$ cat src/rtl/qdec_pkg.sv
// Shared types, phase encodings and phase-order helper for the quadrature
// step decoder. Build option QDEC_X4_EN (in quad_step_decoder) selects x4 decode.
package qdec_pkg;

  typedef logic [1:0] quad_t;

  typedef enum logic {INIT, TRACK} qdec_state_t;

  // Phase encodings {A,B} in up-count order
  localparam quad_t PH0 = 2'b00;
  localparam quad_t PH1 = 2'b01;
  localparam quad_t PH2 = 2'b11;
  localparam quad_t PH3 = 2'b10;

  // Up-count successor of a phase; the reverse relation gives down-count
  function automatic quad_t next_phase(input quad_t ph);
    quad_t nxt;
    case (ph)
      PH0:     nxt = PH1;
      PH1:     nxt = PH2;
      PH2:     nxt = PH3;
      default: nxt = PH0;
    endcase
    return nxt;
  endfunction

endpackage

$ cat src/rtl/qdec_debounce.sv
// One encoder channel: SYNC_STAGES-flop synchronizer followed by a debounce
// counter. 'stable' reports that the synchronized input has agreed with the
// filtered value for DEB_CYCLES cycles, which the top uses to leave INIT.
module qdec_debounce #(
  parameter int SYNC_STAGES = 2,
  parameter int DEB_CYCLES  = 4,
  parameter int DEB_W       = 3
) (
  input  logic clk,
  input  logic rst_n,
  input  logic din,
  output logic filt,
  output logic stable
);

  localparam logic [DEB_W-1:0] DEB_MAX = DEB_W'(DEB_CYCLES);

  logic [SYNC_STAGES-1:0] sync_q;
  logic                   sync;
  logic [DEB_W-1:0]       cnt;
  logic [DEB_W-1:0]       stab_cnt;

  assign sync   = sync_q[SYNC_STAGES-1];
  assign stable = (stab_cnt == DEB_MAX);

  // Metastability chain; the asynchronous pin enters at bit 0
  always_ff @(posedge clk or negedge rst_n) begin
    if (!rst_n) sync_q <= '0;
    else        sync_q <= {sync_q[SYNC_STAGES-2:0], din};
  end

  // Debounce: count disagreeing cycles, adopt the new level once the count
  // has reached DEB_CYCLES; any agreeing cycle discards the pending change
  always_ff @(posedge clk or negedge rst_n) begin
    if (!rst_n) begin
      cnt  <= '0;
      filt <= 1'b0;
    end else if (sync == filt) begin
      cnt  <= '0;
    end else if (cnt == DEB_MAX) begin
      filt <= sync;
      cnt  <= '0;
    end else begin
      cnt  <= cnt + DEB_W'(1);
    end
  end

  // Stability count used only for the INIT exit; saturates at DEB_CYCLES
  always_ff @(posedge clk or negedge rst_n) begin
    if (!rst_n)                stab_cnt <= '0;
    else if (sync != filt)     stab_cnt <= '0;
    else if (stab_cnt != DEB_MAX) stab_cnt <= stab_cnt + DEB_W'(1);
  end

endmodule

$ cat src/rtl/quad_step_decoder.sv
// Quadrature step decoder: two debounced channels feed a phase tracker that
// emits a one-cycle step pulse (en), a held direction (dwn) and error flags
// for illegal two-bit phase jumps.
// Build option: define QDEC_X4_EN for x4 decode (every legal transition
// steps); otherwise x1 decode (only legal transitions into phase 00 step).
module quad_step_decoder
  import qdec_pkg::*;
#(
  parameter int SYNC_STAGES = 2,
  parameter int DEB_CYCLES  = 4,
  parameter int DEB_W       = 3
) (
  input  logic clk,
  input  logic rst_n,
  input  logic a_in,
  input  logic b_in,
  input  logic err_clr,
  output logic en,
  output logic dwn,
  output logic err,
  output logic err_sticky
);

  logic        a_filt, b_filt, a_stable, b_stable;
  quad_t       filt, prev_q, prev_d;
  qdec_state_t state_q, state_d;
  logic        en_d, dwn_d, err_d, sticky_d;
  logic        step_ok;

  qdec_debounce #(.SYNC_STAGES(SYNC_STAGES), .DEB_CYCLES(DEB_CYCLES), .DEB_W(DEB_W)) u_deb_a (
    .clk(clk), .rst_n(rst_n), .din(a_in), .filt(a_filt), .stable(a_stable)
  );

  qdec_debounce #(.SYNC_STAGES(SYNC_STAGES), .DEB_CYCLES(DEB_CYCLES), .DEB_W(DEB_W)) u_deb_b (
    .clk(clk), .rst_n(rst_n), .din(b_in), .filt(b_filt), .stable(b_stable)
  );

  assign filt = {a_filt, b_filt};

`ifdef QDEC_X4_EN
  assign step_ok = 1'b1;
`else
  // x1: only legal arrivals at phase 00 produce a step
  assign step_ok = (filt == PH0);
`endif

  // Next-state and output decode; defaults hold direction and drop pulses
  always_comb begin
    state_d  = state_q;
    prev_d   = prev_q;
    en_d     = 1'b0;
    dwn_d    = dwn;
    err_d    = 1'b0;
    sticky_d = err_sticky & ~err_clr;
    case (state_q)
      INIT: begin
        if (a_stable && b_stable) begin
          prev_d  = filt;
          state_d = TRACK;
        end
      end
      TRACK: begin
        prev_d = filt;
        if (filt != prev_q) begin
          if (filt == next_phase(prev_q)) begin
            en_d = step_ok;
            if (step_ok) dwn_d = 1'b0;
          end else if (prev_q == next_phase(filt)) begin
            en_d = step_ok;
            if (step_ok) dwn_d = 1'b1;
          end else begin
            // both channels moved at once: set has priority over err_clr
            err_d    = 1'b1;
            sticky_d = 1'b1;
          end
        end
      end
      default: state_d = INIT;
    endcase
  end

  // State, previous phase and registered outputs
  always_ff @(posedge clk or negedge rst_n) begin
    if (!rst_n) begin
      state_q    <= INIT;
      prev_q     <= PH0;
      en         <= 1'b0;
      dwn        <= 1'b0;
      err        <= 1'b0;
      err_sticky <= 1'b0;
    end else begin
      state_q    <= state_d;
      prev_q     <= prev_d;
      en         <= en_d;
      dwn        <= dwn_d;
      err        <= err_d;
      err_sticky <= sticky_d;
    end
  end

endmodule
$ cat config.mk
export PLATFORM = sky130hd
export DESIGN_NAME = quad_step_decoder
export DESIGN_NICKNAME = d
export VERILOG_FILES = /design/src/rtl/qdec_pkg.sv /design/src/rtl/qdec_debounce.sv /design/src/rtl/quad_step_decoder.sv
export SDC_FILE = /design/constraint.sdc
export NUM_CORES = 1
export LEC_CHECK = 0
export BUFFER_PORTS_ARGS = -buffer_cell sky130_fd_sc_hd__buf_2
export CORE_MARGIN = 2
export CORE_UTILIZATION = 55
export CTS_CLUSTER_SIZE = 12
export DETAILED_ROUTE_END_ITERATION = 10
export PLACE_DENSITY_LB_ADDON = 0.08
export SYNTH_ARGS = -nofsm -noshare
export SYNTH_HDL_FRONTEND = slang
export SYNTH_SLANG_ARGS = --single-unit
export TNS_END_PERCENT = 30
$ cat constraint.sdc
create_clock -name clk -period 1.9 [get_ports clk]
set_clock_uncertainty 0.2 [all_clocks]
set_input_delay 0.19 -clock clk [delete_from_list [all_inputs] [get_ports clk]]
set_output_delay 0.19 -clock clk [all_outputs]
set_load 0.03 [all_outputs]
# Word level (Yosys, flattened, before mapping)
# Index checks and enable logic that the tools add are counted.
# op_classes
n_addsub	4
eq_ne	20
mux	35
n_bitwise	5
reduce_logical	9
# ops
cell	n
two-way mux 3 bit	8
two-way mux 1 bit	18
adder 3 x 1 -> 3 bit (second input constant)	4
== test 3 bit (second input constant)	4
two-way mux 2 bit	6
one-hot mux 2 bit (3 select lines)	2
inequality test 2 bit (second input constant)	3
inequality test 3 bit (second input constant)	2
nonzero test 2 bit	3
AND reduction 5 bit	1
== test 2 x 1 -> 1 bit (second input constant)	2
== test 2 bit	2
== test 2 bit (second input constant)	2
logical NOT 2 bit	2
NOT 1 bit	4
one-hot mux 2 bit (2 select lines)	1
AND reduction 2 bit	2
== test 1 bit	2
inequality test 1 bit	2
inequality test 2 bit	1
AND 1 bit	1
logical AND 1 bit	1
# totals
register_bits	25
in_bits	5
out_inout_bits	4
elab_cells	87

# Longest topological paths before layout
# Gate-level depths: netlist (run 1).
# depth
ltp_word	13
mapped_depth	5
depth_no_buf	5

# By module
# From an unflattened synthesis (run 1), not the netlist that was laid out.
# hier_totals
cells_unflattened	94
hier_area_um2	1131.1
# by_module_without_submodules
module	n_inst	cells_each	area_each_um2	seq_area_each_um2
qdec_debounce at u_deb_b	1	36	430.4	225.2
qdec_debounce at u_deb_a	1	35	417.9	225.2
quad_step_decoder	1	23	282.8	175.2

# Worst setup path after synthesis (run 1)
# No wires, ideal clock.
# synth_path
path_kind	reg-to-reg
startpoint	register u_deb_b.stab_cnt[0]
endpoint	register prev_q[0]
setup_time_ps	125
arrival_time_ps	1262
required_time_ps	1575
slack_ps	313
stages_incl_launch_ff	5
path_buffers	0
synth_period_minus_slack_ps	1587
path_cell_list	dfrtp_1 inv_1 ha_1 a41oi_1 mux2_2
# synth_via
elab_chain_cells	3
# synth_lines
item	line_no	rtl
start: declaration	qdec_debounce.sv:21	logic [DEB_W-1:0] stab_cnt;
start signal: assignment	qdec_debounce.sv:52	else if (stab_cnt != DEB_MAX) stab_cnt <= stab_cnt + DEB_W'(1);
== test 3 bit	qdec_debounce.sv:24	assign stable = (stab_cnt == DEB_MAX);
logical AND 1 bit	quad_step_decoder.sv:57	if (a_stable && b_stable) begin
inequality test 2 bit (no line)	--	
end signal: assignment	quad_step_decoder.sv:93	prev_q <= prev_d;
end: declaration	quad_step_decoder.sv:25	quad_t filt, prev_q, prev_d;
# Every way passes these cells.
# A chain may end at the register's enable or synchronous reset.

# Worst setup path after layout (run 1)
# Ends and elaborated chain as after synthesis.

==> impl_metrics.env, run 1 <==
export IMPL_critPathLaunchType="flip-flop"
export IMPL_cellPowerDensity_nw_per_um2=1230
export IMPL_drt_wirelength_per_cell_um=11.1
export IMPL_ys_seq_area_frac=0.574
export IMPL_grt_use_total=0.163
export IMPL_gp_congestion=0.718
export IMPL_cts_resized=0
export IMPL_crit_type="reg -> reg"
export IMPL_synth_seq_cells=25
export IMPL_worst_slew_pin_slew_ps=528
export IMPL_portBuffers=8
export IMPL_clock_path_buffers=2
export IMPL_drcViolationCount=0
export IMPL_synth_fa_ha_area_frac=0.0918
export IMPL_final_net_count=124
export IMPL_timing_fmax_mhz=589
export IMPL_cts_root_buf="clkbuf_4"
export IMPL_drt_iter0_drc=6
export IMPL_fillers=154
export IMPL_fin_crit_ps=1700
export IMPL_cp_end_kind="flip-flop"
export IMPL_dp_hpwl_um=1150
export IMPL_slew_limit_headroom=0.648
export IMPL_layout_drive_gt1_share=0.155
export IMPL_drv_cap=0
export IMPL_grt_pass1_vias=712
export IMPL_insertion_delay_ps=310
export IMPL_tns_ps=0
export IMPL_synth_area_top_cells="dfrtp_1, ha_1, inv_1"
export IMPL_reg2regPathDepth=4
export IMPL_hold_class="in -> async"
export IMPL_antenna_left=0
export IMPL_cts_buffers_inserted=3
export IMPL_die_h_um=48.5
export IMPL_synth_avg_cell_area_um2=11.6
export IMPL_yosys_area_top_type="dfrtp_1"
export IMPL_area_growth_pct=12.9
export IMPL_drtPass1Iterations=4
export IMPL_leakage_nw=0.632
export IMPL_synthCells=94
export IMPL_wl_met3_um=39
export IMPL_ys_types=21
export IMPL_cts_tree="built"
export IMPL_start_util=0.567
export IMPL_cp_max_fo=4
export IMPL_netlist_area_um2=1090
export IMPL_setup_viol=0
export IMPL_r2r_slack_ps=200
export IMPL_period_share=0.894
export IMPL_synth_simple_gate_area_frac=0.138
export IMPL_cts_htree_levels=1
export IMPL_place_area_um2=1160
export IMPL_grt_start_max_net_pins=26
export IMPL_ir_drop_uv=636
export IMPL_grt_overflow_total=0
export IMPL_clock_sinks=25
export IMPL_avgViaCountPerCell=4.87
export IMPL_arrival_ps=1700
export IMPL_critPathRequiredTime_ps=1900
export IMPL_diodes=0
export IMPL_topRoutingLayerUsed="met4"
export IMPL_vias=667
export IMPL_synthMuxAreaShare=0.0413
export IMPL_clk_pin_slew_ps=120
export IMPL_routed_wl_um=1520
export IMPL_num_rows=16
export IMPL_stdcell_area_um2=1230
export IMPL_wl_met2_um=762
export IMPL_ioPinCount=9
export IMPL_syn_nets=107
export IMPL_status="complete, no violations"
export IMPL_coreArea_um2=1920
export IMPL_antenna_found_initial=0
export IMPL_synth_top_family_by_area="simple AND/OR/NAND/NOR gates"
export IMPL_final_core_util=0.640
export IMPL_yosys_warnings=0
export IMPL_maxSlewViolCount=0
export IMPL_grt_pass1_wl_um=2890
export IMPL_dieWidth_um=48.5
export IMPL_synth_top_area_share=0.574
export IMPL_synth_compound_area_share=0.0574
export IMPL_synth_xor_area_share=0.0563
export IMPL_hold_viol_final=0
export IMPL_m1WireLength_um=683
export IMPL_rsz0062_at_grt="false"
export IMPL_die_area_um2=2350
## synthesized netlist by cell type
master / n
xnor2_1: 3
a41oi_1: 1
nor2_1: 7
nor2b_1: 2
xor2_1: 4
o311ai_2: 1
a21o_1: 1
nor3_1: 2
nor3b_1: 2
and2_1: 1
nand3_1: 2
o21ai_0: 1
a21oi_1: 2
inv_1: 12
nand2_1: 9
o21a_1: 2
dfrtp_1: 25
mux2_2: 4
ha_1: 8
or3b_4: 1
and3_1: 4
## worst paths after layout
check / startpoint / to
min reg2reg: u_deb_a.sync_q[0] / u_deb_a.sync_q[1]
min: rst_n / err_sticky
min in group clk: u_deb_a.sync_q[0] / u_deb_a.sync_q[1]
max in group asynchronous: rst_n / u_deb_b.sync_q[0]
max reg2reg: u_deb_b.stab_cnt[0] / prev_q[0]
max: u_deb_b.stab_cnt[0] / prev_q[0]
## final cells by class
| type | instances | area, µm² | share of cell area |
|---|---|---|---|
| clock buffer | 4 | 26.3 | 0.0214 |
| inverter | 12 | 45.0 | 0.0366 |
| multi-input combinational | 57 | 419 | 0.341 |
| sequential | 25 | 626 | 0.509 |
| tap | 27 | 33.8 | 0.0275 |
| timing repair buffer | 12 | 80.1 | 0.0651 |
## routing by layer
layer,vias to the layer above,GRT usage
li1,334,-
met1,318,0.181
met2,11,0.296
met3,4,0.0278
met4,0,0.0857
met5,-,0
## kinds of logic after synthesis
logic type | Yosys count
AOI/OAI and AO/OA | 8
xor gates and xnor gates | 7
adders and majority gates | 8
buffers and inverters | 12
DFF | 25
muxes | 4
and+or+nand+nor | 30
## power breakdown
part           switching, mW  internal, mW  leakage (nW)
sequential             0.134         0.673         0.321
clock                  0.141        0.0819        0.0150
combinational          0.246         0.240         0.296
total                  0.521         0.995         0.632
## flip-flops by register name (all words and copies together), names as in the netlist
name              flops
dwn                   1
en                    1
err                   1
err_sticky            1
prev_q                2
state_q               1
u_deb_a.cnt           3
u_deb_a.filt          1
u_deb_a.stab_cnt      3
u_deb_a.sync_q        2
u_deb_b.cnt           3
u_deb_b.filt          1
u_deb_b.stab_cnt      3
u_deb_b.sync_q        2
## cells in the final DEF, fill, tap and decap left out, types with 3 or more instances in the layout
| master | Yosys | final |
|---|---|---|
| inv_1 | 12 | 12 |
| xor2_1 | 4 | 4 |
| buf_2 | 0 | 8 |
| mux2_2 | 4 | 4 |
| ha_1 | 8 | 8 |
| nand2_1 | 9 | 9 |
| dlygate4sd3_1 | 0 | 4 |
| dfrtp_1 | 25 | 25 |
| and3_1 | 4 | 4 |
| xnor2_1 | 3 | 3 |
| nor2_1 | 7 | 7 |
| clkbuf_4 | 0 | 3 |
## metrics by stage
step           power, mW  worst slack (ps)  cells  hold WS [ps]
2_1_floorplan       1.18               313     94          -306
3_3_place_gp        1.27               263    129          1.99
3_5_place_dp        1.31               196    129         -4.39
4_1_cts             1.54               176    137           170
5_1_grt             1.67               102    137           183
6_report            1.52               201    137           166
## worst max-delay path, cell delays in order (launching register included)
cell and delay, ps:
dfrtp_1 400, inv_1 60, ha_1 230, a41oi_1 320
mux2_2 380
## timing repair
item | 4_1_cts | 5_1_grt
hold buffers | 4 | 0
buffers inserted | 0 | 0
endpoints found under the hold margin | 28 | 0
No activity file was read; power rests on OpenSTA's default activity.
==> run 2: changes to the inputs <==
--- a/config.mk
+++ b/config.mk
@@ -6,8 +6,9 @@
 export NUM_CORES = 1
 export LEC_CHECK = 0
 export BUFFER_PORTS_ARGS = -buffer_cell sky130_fd_sc_hd__buf_2
+export CORE_ASPECT_RATIO = 1.75
 export CORE_MARGIN = 2
-export CORE_UTILIZATION = 55
+export CORE_UTILIZATION = 40
 export CTS_CLUSTER_SIZE = 12
 export DETAILED_ROUTE_END_ITERATION = 10
 export PLACE_DENSITY_LB_ADDON = 0.08
==> impl_metrics.env, run 2 (same netlist as run 1, synthesis figures left out) <==
export IMPL_status="complete, no violations"
export IMPL_crit_type="reg -> reg"
export IMPL_clock_path_buffers=2
export IMPL_critPathRequiredTime_ps=1860
export IMPL_num_rows=25
export IMPL_fillers=251
export IMPL_reg2reg_from="u_deb_b.stab_cnt[0]"
export IMPL_routed_wl_um=1650
export IMPL_worst_slew_pin_slew_ps=549
export IMPL_grt_overflow_total=0
export IMPL_leakage_nw=0.640
export IMPL_insertion_delay_ps=270
export IMPL_arrival_ps=1660
export IMPL_ioPinCount=9
export IMPL_grt_start_max_net_pins=26
export IMPL_start_util=0.410
export IMPL_drcViolationCount=0
export IMPL_layout_commonest_cell="dfrtp_1"
export IMPL_maxSlewViolCount=0
export IMPL_avgViaCountPerCell=4.96
export IMPL_worstHoldStart="u_deb_a.sync_q[0]"
export IMPL_postCtsHoldBufs=4
export IMPL_antenna_left=0
export IMPL_reg2regPathDepth=4
export IMPL_drtPass1Iterations=4
export IMPL_fin_crit_ps=1710
export IMPL_grt_pass1_wl_um=3020
export IMPL_cts_buffers_inserted=3
export IMPL_timing_fmax_mhz=585
export IMPL_cellPowerDensity_nw_per_um2=1290
export IMPL_cp_end_kind="flip-flop"
export IMPL_clk_pin_slew_ps=80
export IMPL_grt_pass1_vias=727
export IMPL_multi_input_area_um2=419
export IMPL_dp_hpwl_um=1220
export IMPL_final_net_count=124
export IMPL_drt_wirelength_per_cell_um=12.0
export IMPL_diodes=0
export IMPL_period_share=0.900
export IMPL_post_cts_buffers=0
export IMPL_cts_resized=0
export IMPL_cts_tree="built"
export IMPL_cts_htree_levels=1
export IMPL_antenna_found_initial=0
export IMPL_layout_common_cells="dfrtp_1, inv_1, nand2_1"
export IMPL_setup_viol=0
export IMPL_holdPathEnd="u_deb_a.sync_q[1]"
export IMPL_ir_drop_uv=604
export IMPL_coreArea_um2=2660
export IMPL_clock_sinks=25
export IMPL_regArea_um2=626
export IMPL_area_growth_pct=14.6
export IMPL_slew_limit_headroom=0.634
export IMPL_final_core_util=0.470
export IMPL_die_area_um2=3170
export IMPL_dieWidth_um=43.5
export IMPL_cts_root_buf="clkbuf_8"
export IMPL_dp_cells=129
export IMPL_tns_ps=0
export IMPL_die_h_um=73.1
export IMPL_drv_cap=0
export IMPL_final_cells=137
export IMPL_gp_congestion=0.625
export IMPL_grt_use_total=0.129
export IMPL_holdPathStages=0
export IMPL_hold_class="reg -> reg"
export IMPL_layout_drive_gt1_share=0.155
export IMPL_r2r_slack_ps=190
export IMPL_worstReg2RegEnd="prev_q[1]"
export IMPL_portBuffers=8
export IMPL_drt_iter0_drc=24
export IMPL_rsz0062_at_grt="false"
export IMPL_critPathLaunchType="flip-flop"
export IMPL_vias=680
export IMPL_hold_viol_final=0
export IMPL_cp_max_fo=4
## run 2: area by class of cell
cell class / instances / share of cell area
Sequential cell: 25 / 0.501
Multi-Input combinational cell: 57 / 0.336
Timing Repair Buffer: 12 / 0.0641
Clock buffer: 4 / 0.0361
Inverter: 12 / 0.0361
Tap cell: 27 / 0.0271
## run 2: through the flow
stage	instance area, µm²	hold slack, ps	setup slack (ps)	power, mW
6_report	1250	158	190	1.61
4_1_cts	1250	164	175	1.63
3_3_place_gp	1160	7.60	250	1.29
3_5_place_dp	1160	17.1	190	1.32
2_1_floorplan	1090	-306	313	1.18
5_1_grt	1250	170	109	1.75
## run 2: worst max-delay path, cell delays in order, from the launching register on
cell and delay, ps:
dfrtp_1 400, inv_1 70, ha_1 240, a41oi_1 320, mux2_2 380
## run 2: worst max path at each step
stage | endpoint | from | slack, ps | cells after the start
3_5_place_dp | prev_q[1] | u_deb_b.stab_cnt[0] | 190 | 4
4_1_cts | prev_q[1] | u_deb_b.stab_cnt[0] | 180 | 4
3_3_place_gp | prev_q[1] | u_deb_b.stab_cnt[0] | 250 | 4
6_report | prev_q[1] | u_deb_b.stab_cnt[0] | 190 | 4
5_1_grt | prev_q[1] | u_deb_b.stab_cnt[0] | 110 | 4
2_1_floorplan | prev_q[0] | u_deb_b.stab_cnt[0] | 310 | 4
## run 2: where the power goes
group	internal, mW	switching (mW)
sequential	0.674	0.133
combinational	0.241	0.251
clock	0.150	0.157
## run 2: per-layer routing
layer  track usage  wire (µm)
met3        0.0223         39
met5             0          0
met2         0.244        931
met4        0.0707         45
met1         0.125        632
